$ cat config.mk
export PLATFORM = sky130hd
export DESIGN_NAME = glyph_address_gen
export DESIGN_NICKNAME = d
export VERILOG_FILES = /design/src/rtl/glyph_address_gen.sv
export SDC_FILE = /design/constraint.sdc
export NUM_CORES = 1
export LEC_CHECK = 0
export ABC_AREA = 1
export CAP_MARGIN = 25
export CORE_ASPECT_RATIO = 1.1
export CORE_MARGIN = 10
export CORE_UTILIZATION = 51
export DETAILED_ROUTE_END_ITERATION = 8
export PLACE_DENSITY = 0.79
export SLEW_MARGIN = 20
export SYNTH_ARGS = -nofsm -noshare
export SYNTH_HDL_FRONTEND = slang
export SYNTH_SLANG_ARGS = --single-unit
$ cat constraint.sdc
create_clock -name clk -period 5.65 [get_ports clk]
set_input_delay 1.13 -clock clk [delete_from_list [all_inputs] [get_ports clk]]
set_output_delay 1.13 -clock clk [all_outputs]
set_load 0.01 [all_outputs]
$ cat src/rtl/glyph_address_gen.sv
// Sequential flash glyph bit-address generator built around one shared restoring divider.
// Define GLYPH_ADDR_ERR_EN to add the degenerate-request flag on port err.
module glyph_address_gen #(
    parameter int memFontHeight     = 128,
    parameter int memFontWidth      = 64,
    parameter int charactersPerFont = 256,
    parameter int COORD_W           = 16,
    parameter int ADDR_W            = 30
) (
    input  logic               clk,
    input  logic               rst,
    input  logic               in_valid,
    output logic               in_ready,
    input  logic [COORD_W-1:0] drawnFontWidth,
    input  logic [COORD_W-1:0] drawnFontHeight,
    input  logic [COORD_W-1:0] layerX,
    input  logic [COORD_W-1:0] layerY,
    input  logic [COORD_W-1:0] fontSelectionIndex,
    input  logic [COORD_W-1:0] characterIndex,
    output logic               out_valid,
    input  logic               out_ready,
`ifdef GLYPH_ADDR_ERR_EN
    output logic               err,
`endif
    output logic [ADDR_W-1:0]  addressOffsetBits
);

    localparam int BW     = $clog2(memFontWidth);
    localparam int BH     = $clog2(memFontHeight);
    localparam int BC     = $clog2(charactersPerFont);
    localparam int DIVW   = COORD_W + ((BW > BH) ? BW : BH);
    localparam int CNT_W  = $clog2(DIVW + 1);
    localparam int FULL_W = COORD_W + BC + BH + BW;

    localparam logic [CNT_W-1:0]   LAST_STEP = CNT_W'(DIVW);
    localparam logic [DIVW-1:0]    MEM_W_M1  = DIVW'(memFontWidth - 1);
    localparam logic [DIVW-1:0]    MEM_H_M1  = DIVW'(memFontHeight - 1);
    localparam logic [COORD_W-1:0] SIZE_ONE  = COORD_W'(1);
    localparam logic [COORD_W-1:0] SIZE_MIN  = COORD_W'(2);

    typedef enum logic [2:0] {
        IDLE,
        XMOD,
        XSCL,
        YMOD,
        YSCL,
        DONE
    } state_e;

    state_e             state_q;
    logic [CNT_W-1:0]   cnt_q;
    logic [COORD_W-1:0] w_q;
    logic [COORD_W-1:0] h_q;
    logic [COORD_W-1:0] x_q;
    logic [COORD_W-1:0] y_q;
    logic [COORD_W-1:0] font_q;
    logic [BC-1:0]      char_q;
    logic [BW-1:0]      col_q;
    logic [DIVW-1:0]    rem_q;
    logic [DIVW-1:0]    quo_q;
    logic [DIVW-1:0]    dvs_q;
    logic [ADDR_W-1:0]  addr_q;
    logic               out_valid_q;

    logic [DIVW:0]      rem_shift;
    logic [DIVW:0]      rem_diff;
    logic [DIVW-1:0]    step_rem_d;
    logic [DIVW-1:0]    step_quo_d;
    logic [COORD_W-1:0] w_m1;
    logic [COORD_W-1:0] h_m1;
    logic [BW-1:0]      col_d;
    logic [BH-1:0]      row_d;
    logic [FULL_W-1:0]  full_addr;
    logic               accept;

    // One restoring-division step: the dividend shifts out of quo_q into the remainder
    // while quotient bits shift in from the bottom.
    always_comb begin
        // NOTE: every output of this block is assigned on every path, so no latch is inferred.
        rem_shift = {rem_q, quo_q[DIVW-1]};
        rem_diff  = rem_shift - {1'b0, dvs_q};
        if (rem_diff[DIVW]) begin
            step_rem_d = rem_shift[DIVW-1:0];
            step_quo_d = {quo_q[DIVW-2:0], 1'b0};
        end else begin
            step_rem_d = rem_diff[DIVW-1:0];
            step_quo_d = {quo_q[DIVW-2:0], 1'b1};
        end
    end

    assign w_m1      = w_q - SIZE_ONE;
    assign h_m1      = h_q - SIZE_ONE;
    // Sizes below 2 make the scaling divide by zero; that quotient is thrown away.
    assign col_d     = (w_q < SIZE_MIN) ? '0 : step_quo_d[BW-1:0];
    assign row_d     = (h_q < SIZE_MIN) ? '0 : step_quo_d[BH-1:0];
    assign full_addr = {font_q, char_q, row_d, col_q};

    // in_ready looks through to out_ready so DONE can retire and accept on one edge.
    assign in_ready  = (state_q == IDLE) || ((state_q == DONE) && out_ready);
    assign accept    = in_valid && in_ready;

    always_ff @(posedge clk or negedge rst) begin
        if (!rst) begin
            // NOTE: the datapath is reset as well, so an aborted request leaves nothing stale behind.
            state_q     <= IDLE;
            cnt_q       <= '0;
            w_q         <= '0;
            h_q         <= '0;
            x_q         <= '0;
            y_q         <= '0;
            font_q      <= '0;
            char_q      <= '0;
            col_q       <= '0;
            rem_q       <= '0;
            quo_q       <= '0;
            dvs_q       <= '0;
            addr_q      <= '0;
            out_valid_q <= 1'b0;
        end else begin
            if (accept) begin
                w_q    <= drawnFontWidth;
                h_q    <= drawnFontHeight;
                x_q    <= layerX;
                y_q    <= layerY;
                font_q <= fontSelectionIndex;
                char_q <= characterIndex[BC-1:0];
            end
            case (state_q)
                IDLE: begin
                    if (accept) begin
                        state_q <= XMOD;
                        cnt_q   <= '0;
                    end
                end
                DONE: begin
                    if (out_ready) begin
                        out_valid_q <= 1'b0;
                        state_q     <= accept ? XMOD : IDLE;
                        cnt_q       <= '0;
                    end
                end
                default: begin
                    // The first XMOD cycle loads the divider from the captured request.
                    if ((state_q == XMOD) && (cnt_q == '0)) begin
                        rem_q <= '0;
                        quo_q <= DIVW'(x_q);
                        dvs_q <= DIVW'(w_q);
                        cnt_q <= CNT_W'(1);
                    end else if (cnt_q != LAST_STEP) begin
                        rem_q <= step_rem_d;
                        quo_q <= step_quo_d;
                        cnt_q <= cnt_q + CNT_W'(1);
                    end else begin
                        rem_q <= '0;
                        case (state_q)
                            XMOD: begin
                                quo_q   <= step_rem_d * MEM_W_M1;
                                dvs_q   <= DIVW'(w_m1);
                                cnt_q   <= CNT_W'(1);
                                state_q <= XSCL;
                            end
                            XSCL: begin
                                col_q   <= col_d;
                                quo_q   <= DIVW'(y_q);
                                dvs_q   <= DIVW'(h_q);
                                cnt_q   <= CNT_W'(1);
                                state_q <= YMOD;
                            end
                            YMOD: begin
                                quo_q   <= step_rem_d * MEM_H_M1;
                                dvs_q   <= DIVW'(h_m1);
                                cnt_q   <= CNT_W'(1);
                                state_q <= YSCL;
                            end
                            default: begin
                                // Fields never overlap, so the sum is a plain concatenation.
                                addr_q      <= ADDR_W'(full_addr);
                                out_valid_q <= 1'b1;
                                cnt_q       <= '0;
                                state_q     <= DONE;
                            end
                        endcase
                    end
                end
            endcase
        end
    end

    assign out_valid         = out_valid_q;
    assign addressOffsetBits = addr_q;

`ifdef GLYPH_ADDR_ERR_EN
    logic err_pend_q;
    logic err_q;
    logic req_degen;

    assign req_degen = (drawnFontWidth < SIZE_MIN) || (drawnFontHeight < SIZE_MIN) ||
                       (|characterIndex[COORD_W-1:BC]);

    always_ff @(posedge clk or negedge rst) begin
        if (!rst) begin
            err_pend_q <= 1'b0;
            err_q      <= 1'b0;
        end else begin
            if (accept) begin
                err_pend_q <= req_degen;
            end
            if ((state_q == YSCL) && (cnt_q == LAST_STEP)) begin
                err_q <= err_pend_q;
            end else if ((state_q == DONE) && out_ready) begin
                err_q <= 1'b0;
            end
        end
    end

    assign err = err_q;
`else
    logic unused_char_hi;
    assign unused_char_hi = ^characterIndex[COORD_W-1:BC];
`endif

endmodule

==> impl_metrics.py, run 1 <==
metrics = {
    "layout": {
        "drive_gt1_share_pct": 30.9,
        "areaGrowthSynthToFinish_pct": 46.5,
        "n_fill_cell": 1658,
        "design_area_sq_mm": 0.0203,
        "fin_util_pct": 75.5,
        "antennaDiodeCount": 0,
        "layout.nets": 2535,
    },
    "setup_path": {
        "worstRegToRegCells": 32,
        "critical_path_arrival_ns": 6.88,
        "crit_path_top_delay_cell": "fa_1",
        "cp_slowest_stage_delay_ns": 0.69,
        "path_max_fanout": 20,
        "r2r_setup_slack_ns": -0.82,
        "cp.required_ns": 6.06,
        "r2r_start": "rem_q[4]",
        "crit_top_cell": "nand2_2",
        "critPathLaunchType": "flip-flop",
        "path_class": "flip-flop to flip-flop",
        "critPathCaptureType": "flip-flop",
        "r2r_end": "quo_q[22]",
    },
    "timing": {
        "setup_viol": 16,
        "slew_violations": 0,
        "hold_ws_ns": 0.479,
        "clock_skew_ns": 0.0248,
        "min_period_ns": 6.47,
        "fin_ws_ns": -0.823,
        "relSlewSlack_pct": 35.1,
        "fmax_ghz": 0.154,
        "rsz0062_at_grt": "yes",
        "worst_slew_pin_slew_ns": 0.974,
        "finalHoldViolations": 0,
        "setup_tns_ns": -9.99,
        "period_share_pct": 115,
    },
    "synthesis": {
        "synth_cell_types": 59,
        "synthXorXnorAreaFrac_pct": 3.35,
        "synth-simple-area-share_pct": 20.5,
        "ys.flop_type": "dfrtp_1",
        "ys_seq_area_share_pct": 34.0,
        "syn_area_per_cell_sq_um": 7.63,
        "synth_edf_count": 0,
        "syn_area_sq_mm": 0.0139,
        "synth_mux_area_share_pct": 0,
        "yosysMostFrequentCell": "nand2_1",
        "synth_top_area_share_pct": 34.0,
        "synth_top_family_by_area": "simple AND/OR/NAND/NOR gates",
        "synth_top_cells_by_count": "nand2_1, inv_1, dfrtp_1",
        "synth_compound_area_share_pct": 16.8,
        "ys_ff_latch": 188,
        "yosys.area.top_type": "dfrtp_1",
        "synth-async-reset-ratio_pct": 100,
        "synthTopCellsByArea": "dfrtp_1, nand2_1, fa_1",
        "synth_nets": 2049,
        "syn_inst": 1815,
        "synth-adder-area-share_pct": 15.7,
        "ys.warnings.count": 0,
    },
    "placed_design": {
        "dp_hpwl_mm": 32.7,
        "dpl_cell_area_sq_mm": 0.0181,
        "port_buffers": 116,
        "gp_congestion": 0.947,
    },
    "routing": {
        "wire_per_inst_um": 19.3,
        "drt_iter0_drc": 1874,
        "firstDrtPassIters": 6,
        "vias": 15400,
        "routed_wl_mm": 51.6,
        "via_per_inst": 5.75,
        "ant_nets": 0,
        "drc_errors": 0,
    },
    "clocking": {
        "clk_pin_slew_worst_paths_ns": 0.10,
        "numCtsBuffers": 17,
        "clock_sinks": 188,
        "htreeDepth": 4,
        "clock_path_buffers": 2,
        "cts_tree": "yes",
        "ctsHoldBuffers": 0,
        "root_buffer": "clkbuf_16",
        "clk_latency_ns": 0.47,
    },
    "min_path": {
        "hold_path.startpoint": "addressOffsetBits[13]",
        "min_path_cells": 2,
        "holdCritPathClass": "flip-flop to flip-flop",
        "min_to": "addressOffsetBits[13]",
    },
    "global_routing": {
        "antenna_found_initial": 0,
        "grt_pass1_wl_mm": 74.3,
        "grt_pass1_vias": 15100,
        "grt_usage_pct": 27.0,
        "grt_max_degree": 107,
        "overflow": 0,
    },
    "floorplan": {
        "start_util_pct": 51.6,
        "die_x_um": 177,
        "fp.dieH_um": 193,
        "core_area_sq_mm": 0.0269,
        "io_pins": 132,
        "fp-row-count": 63,
        "die_area_sq_mm": 0.0342,
    },
    "flow_run": {
        "maxCapViolations": 0,
    },
    "run_status": {
        "status": "complete, but fails checks",
        "violations": "setup timing",
    },
}
==> critical path, delay by kind of cell (launching register included) <==
kind	cells	cell delay [ns]
AOI/OAI and AO/OA	7	1.19
buffers and inverters	5	0.71
xor gates and xnor gates	2	0.44
adders and majority gates	5	2.37
DFF	1	0.49
and+or+nand+nor	13	1.20
==> routing by layer <==
metal  global-route usage, %  up-vias  share of wire, %
li1                        -     6823                 -
met3                    5.28      262               8.3
met2                    47.7      940                49
met4                    12.6        0               6.8
met5                       0        -                 0
met1                    31.0     7339                36
==> how the worst max path moves through the flow <==
stage,from,endpoint
finish,rem_q[4],quo_q[22]
CTS,rem_q[9],quo_q[22]
global route,rem_q[4],quo_q[21]
global placement,rem_q[13],quo_q[14]
floorplan,quo_q[22],quo_q[22]
detailed placement,rem_q[8],quo_q[14]
==> per-stage QoR <==
| stage | instances | setup WS [ns] |
|---|---|---|
| floorplan | 1815 | 0.00134 |
| global placement | 2562 | -0.524 |
| detailed placement | 2563 | -0.684 |
| CTS | 2641 | -0.414 |
| global route | 2671 | -1.12 |
| finish | 2671 | -0.823 |
==> flip-flops by register name, summed over array words and instances, names as in the netlist, named ones only <==
| register | cells |
|---|---|
| addressOffsetBits | 30 |
| quo_q | 23 |
| rem_q | 23 |
| dvs_q | 16 |
| h_q | 16 |
| w_q | 16 |
| x_q | 16 |
| y_q | 16 |
| font_q | 9 |
| char_q | 8 |
| col_q | 6 |
| cnt_q | 5 |
| state_q | 2 |
| out_valid | 1 |
==> final cells by class <==
cell class | instances | area (sq um) | area share, %
Multi-Input combinational cell | 1279 | 9150 | 45.1
Inverter | 293 | 1110 | 5.47
Timing Repair Buffer | 522 | 4280 | 21.1
Sequential cell | 188 | 4710 | 23.2
Tap cell | 357 | 447 | 2.20
Clock inverter | 14 | 163 | 0.801
Clock buffer | 18 | 439 | 2.16
==> timing repair <==
item,CTS,global route
resized for setup,117,158
setup buffers,46,34
pin swaps,68,119
setup endpoints to repair,16,17
==> logic make-up after synthesis <==
group | Yosys count
buffers and inverters | 348
adder cells (fa/ha/maj) | 134
flip-flops | 188
XOR/XNOR | 53
AND/OR/NAND/NOR | 685
AO/OA/AOI/OAI | 407
==> cell usage in the layout, fill, tap and decap left out, types with 17 or more instances in the layout <==
cell type	n
nor2_1	72
o22ai_1	18
nand4_1	17
xor2_1	34
a21oi_1	91
o21ai_1	28
ha_1	35
buf_4	390
inv_2	37
nand2_2	34
clkdlybuf4s50_1	115
o21ai_2	26
fa_1	56
dfrtp_1	187
a21oi_2	24
clkbuf_16	17
nand3_1	43
nand2_1	439
inv_1	252
ha_4	32
o21ai_0	130
Power of run 1 is not shown: default switching activity piles up to over one toggle a cycle in this logic, so the estimate is an artifact.
==> inputs of run 2 (changes only) <==
--- a/config.mk
+++ b/config.mk
@@ -7,5 +7,5 @@
 export LEC_CHECK = 0
 export ABC_AREA = 1
-export CAP_MARGIN = 25
+export CAP_MARGIN = 5
 export CORE_ASPECT_RATIO = 1.1
 export CORE_MARGIN = 10
==> constraint.sdc (replaced) <==
create_clock -name clk -period 5.65 [get_ports clk]
set_input_delay 1.13 -clock clk [delete_from_list [all_inputs] [get_ports clk]]
set_output_delay 1.13 -clock clk [all_outputs]
set_load 0.005 [all_outputs]
==> run 2 against run 1 <==
Against the previous run:
- first-iteration DRC count rose by 14%
- global-route usage grew 2.2 points
- highest routed layer is now met5
- via count increased by 5.3%
- worst setup slack got worse by 0.20 ns
- sequential share of layout area decreased by 0.38 points
- cell count up 0.52%
- sequential cell count is the same
- count of clock-buffer cells in the layout down 1
- wire length up 12%
- design area up 1.7%
- register-to-register slack lost 0.20 ns
- critical path depth rose by 1
- the flow still finishes with violations (setup timing)
==> impl_metrics.py, run 2 (synthesized netlist as in run 1, its figures left out) <==
metrics = {
    "global_routing": {
        "grt_max_degree": 107,
        "use_met1_pct": 31.8,
        "antenna_found_initial": 1,
        "overflow": 0,
        "met3_usage_pct": 7.03,
        "grt_usage_pct": 29.3,
        "gr-max-usage-layer": "met2",
        "gr-usage-met2_pct": 49.5,
        "grt_pass1_wl_mm": 79.4,
        "grt_pass1_vias": 16000,
    },
    "timing": {
        "finalHoldViolations": 0,
        "min_period_ns": 6.67,
        "worst_slew_pin_slew_ns": 0.955,
        "rsz0062_at_grt": "yes",
        "hold_ws_ns": 0.477,
        "slew_violations": 0,
        "clock_skew_ns": 0.0214,
        "period_share_pct": 118,
        "setup_viol": 16,
        "fmax_ghz": 0.150,
        "relSlewSlack_pct": 36.4,
        "fin_ws_ns": -1.02,
    },
    "floorplan": {
        "io_pins": 132,
        "fp-row-count": 63,
        "fp.dieH_um": 193,
        "start_util_pct": 51.6,
        "die_area_sq_mm": 0.0342,
        "die_x_um": 177,
        "core_area_sq_mm": 0.0269,
    },
    "clocking": {
        "clk_latency_ns": 0.48,
        "cts_tree": "yes",
        "ctsHoldBuffers": 0,
        "clk_pin_slew_worst_paths_ns": 0.08,
        "root_buffer": "clkbuf_16",
        "clock_sinks": 188,
        "numCtsBuffers": 17,
        "htreeDepth": 4,
        "clock_path_buffers": 2,
    },
    "setup_path": {
        "critPathCaptureType": "flip-flop",
        "critPathLaunchType": "flip-flop",
        "r2r_end": "quo_q[14]",
        "startpoint": "dvs_q[4]",
        "crit_top_cell": "buf_4",
        "cp_num_buf_inv": 9,
        "cp_slowest_stage_delay_ns": 0.80,
        "crit_family": "adder cells",
        "path_max_fanout": 10,
        "r2r_setup_slack_ns": -1.02,
        "crit_path_top_delay_cell": "fa_1",
        "path_class": "flip-flop to flip-flop",
        "cp.required_ns": 5.99,
        "worstRegToRegCells": 33,
        "critical_path_arrival_ns": 7.01,
        "r2r_start": "dvs_q[4]",
    },
    "min_path": {
        "hold_path.startpoint": "addressOffsetBits[13]",
        "min_to": "addressOffsetBits[13]",
        "min_path_cells": 2,
        "holdCritPathClass": "flip-flop to flip-flop",
    },
    "routing": {
        "drt_iter0_drc": 2138,
        "routed_wl_mm": 57.8,
        "drc_errors": 0,
        "wire_per_inst_um": 21.5,
        "ant_nets": 0,
        "via_per_inst": 6.03,
        "vias": 16200,
        "firstDrtPassIters": 8,
    },
    "run_status": {
        "violations": "setup timing",
        "status": "complete, but fails checks",
    },
    "placed_design": {
        "gp_congestion": 0.947,
        "port_buffers": 116,
        "dp_hpwl_mm": 32.5,
        "post-place-ws_ns": -0.694,
    },
    "layout": {
        "areaGrowthSynthToFinish_pct": 49.0,
        "n_fill_cell": 1533,
        "antennaDiodeCount": 0,
        "layout_common_cells": "nand2_1, buf_4, inv_1, dfrtp_1, o21ai_0",
        "register_area_sq_mm": 0.00471,
        "drive_gt1_share_pct": 32.9,
        "layout.nets": 2549,
        "multi_input_area_sq_mm": 0.00933,
        "final_common_cell": "nand2_1",
        "largest_reg_flops": 30,
    },
    "flow_run": {
        "maxCapViolations": 0,
    },
}
==> run 2: metal layers <==
layer | routed length (um) | part of all wire, %
met1 | 19600 | 34
met2 | 26700 | 46
met3 | 6050 | 10
met4 | 5270 | 9.1
met5 | 72 | 0.12
==> run 2: repair_timing <==
action / CTS / global route
setup endpoints to repair: 16 / 18
gates resized for setup: 184 / 128
gates cloned: 1 / 0
setup buffers: 61 / 31
pin swaps: 88 / 116
==> run 2: area by class of cell <==
cell class                      instances  share of cell area (%)
Multi-Input combinational cell       1279                    45.2
Sequential cell                       188                    22.8
Timing Repair Buffer                  536                    21.3
Inverter                              293                    5.41
Tap cell                              357                    2.16
Clock buffer                           17                    2.06
Clock inverter                         15                    1.05
==> run 2: tightest hold or removal path, stage by stage, from the launching register on <==
cell and delay [ns]:
dfrtp_1 0.35, nand2_1 0.05, nand2_1 0.05
==> run 2: how the worst max path moves through the flow <==
stage	endpoint	slack, ns	cells after the start
final	quo_q[14]	-1.02	33
after global routing	quo_q[18]	-1.33	35
after CTS	quo_q[22]	-0.42	41
after detailed placement	quo_q[14]	-0.69	35
after global placement	quo_q[14]	-0.52	32
after floorplan	quo_q[22]	0.001	30
==> run 2: per-stage QoR <==
step	instance area, sq um	instances	setup TNS, ns	util (%)
CTS	19900	2654	-3.39	74.2
global placement	18100	2562	-5.48	67.3
global route	20600	2685	-15.80	76.8
finish	20600	2685	-12.37	76.8
detailed placement	18100	2562	-7.04	67.4
floorplan	14300	1815	0	-
Power of run 2 is left out for the same reason.
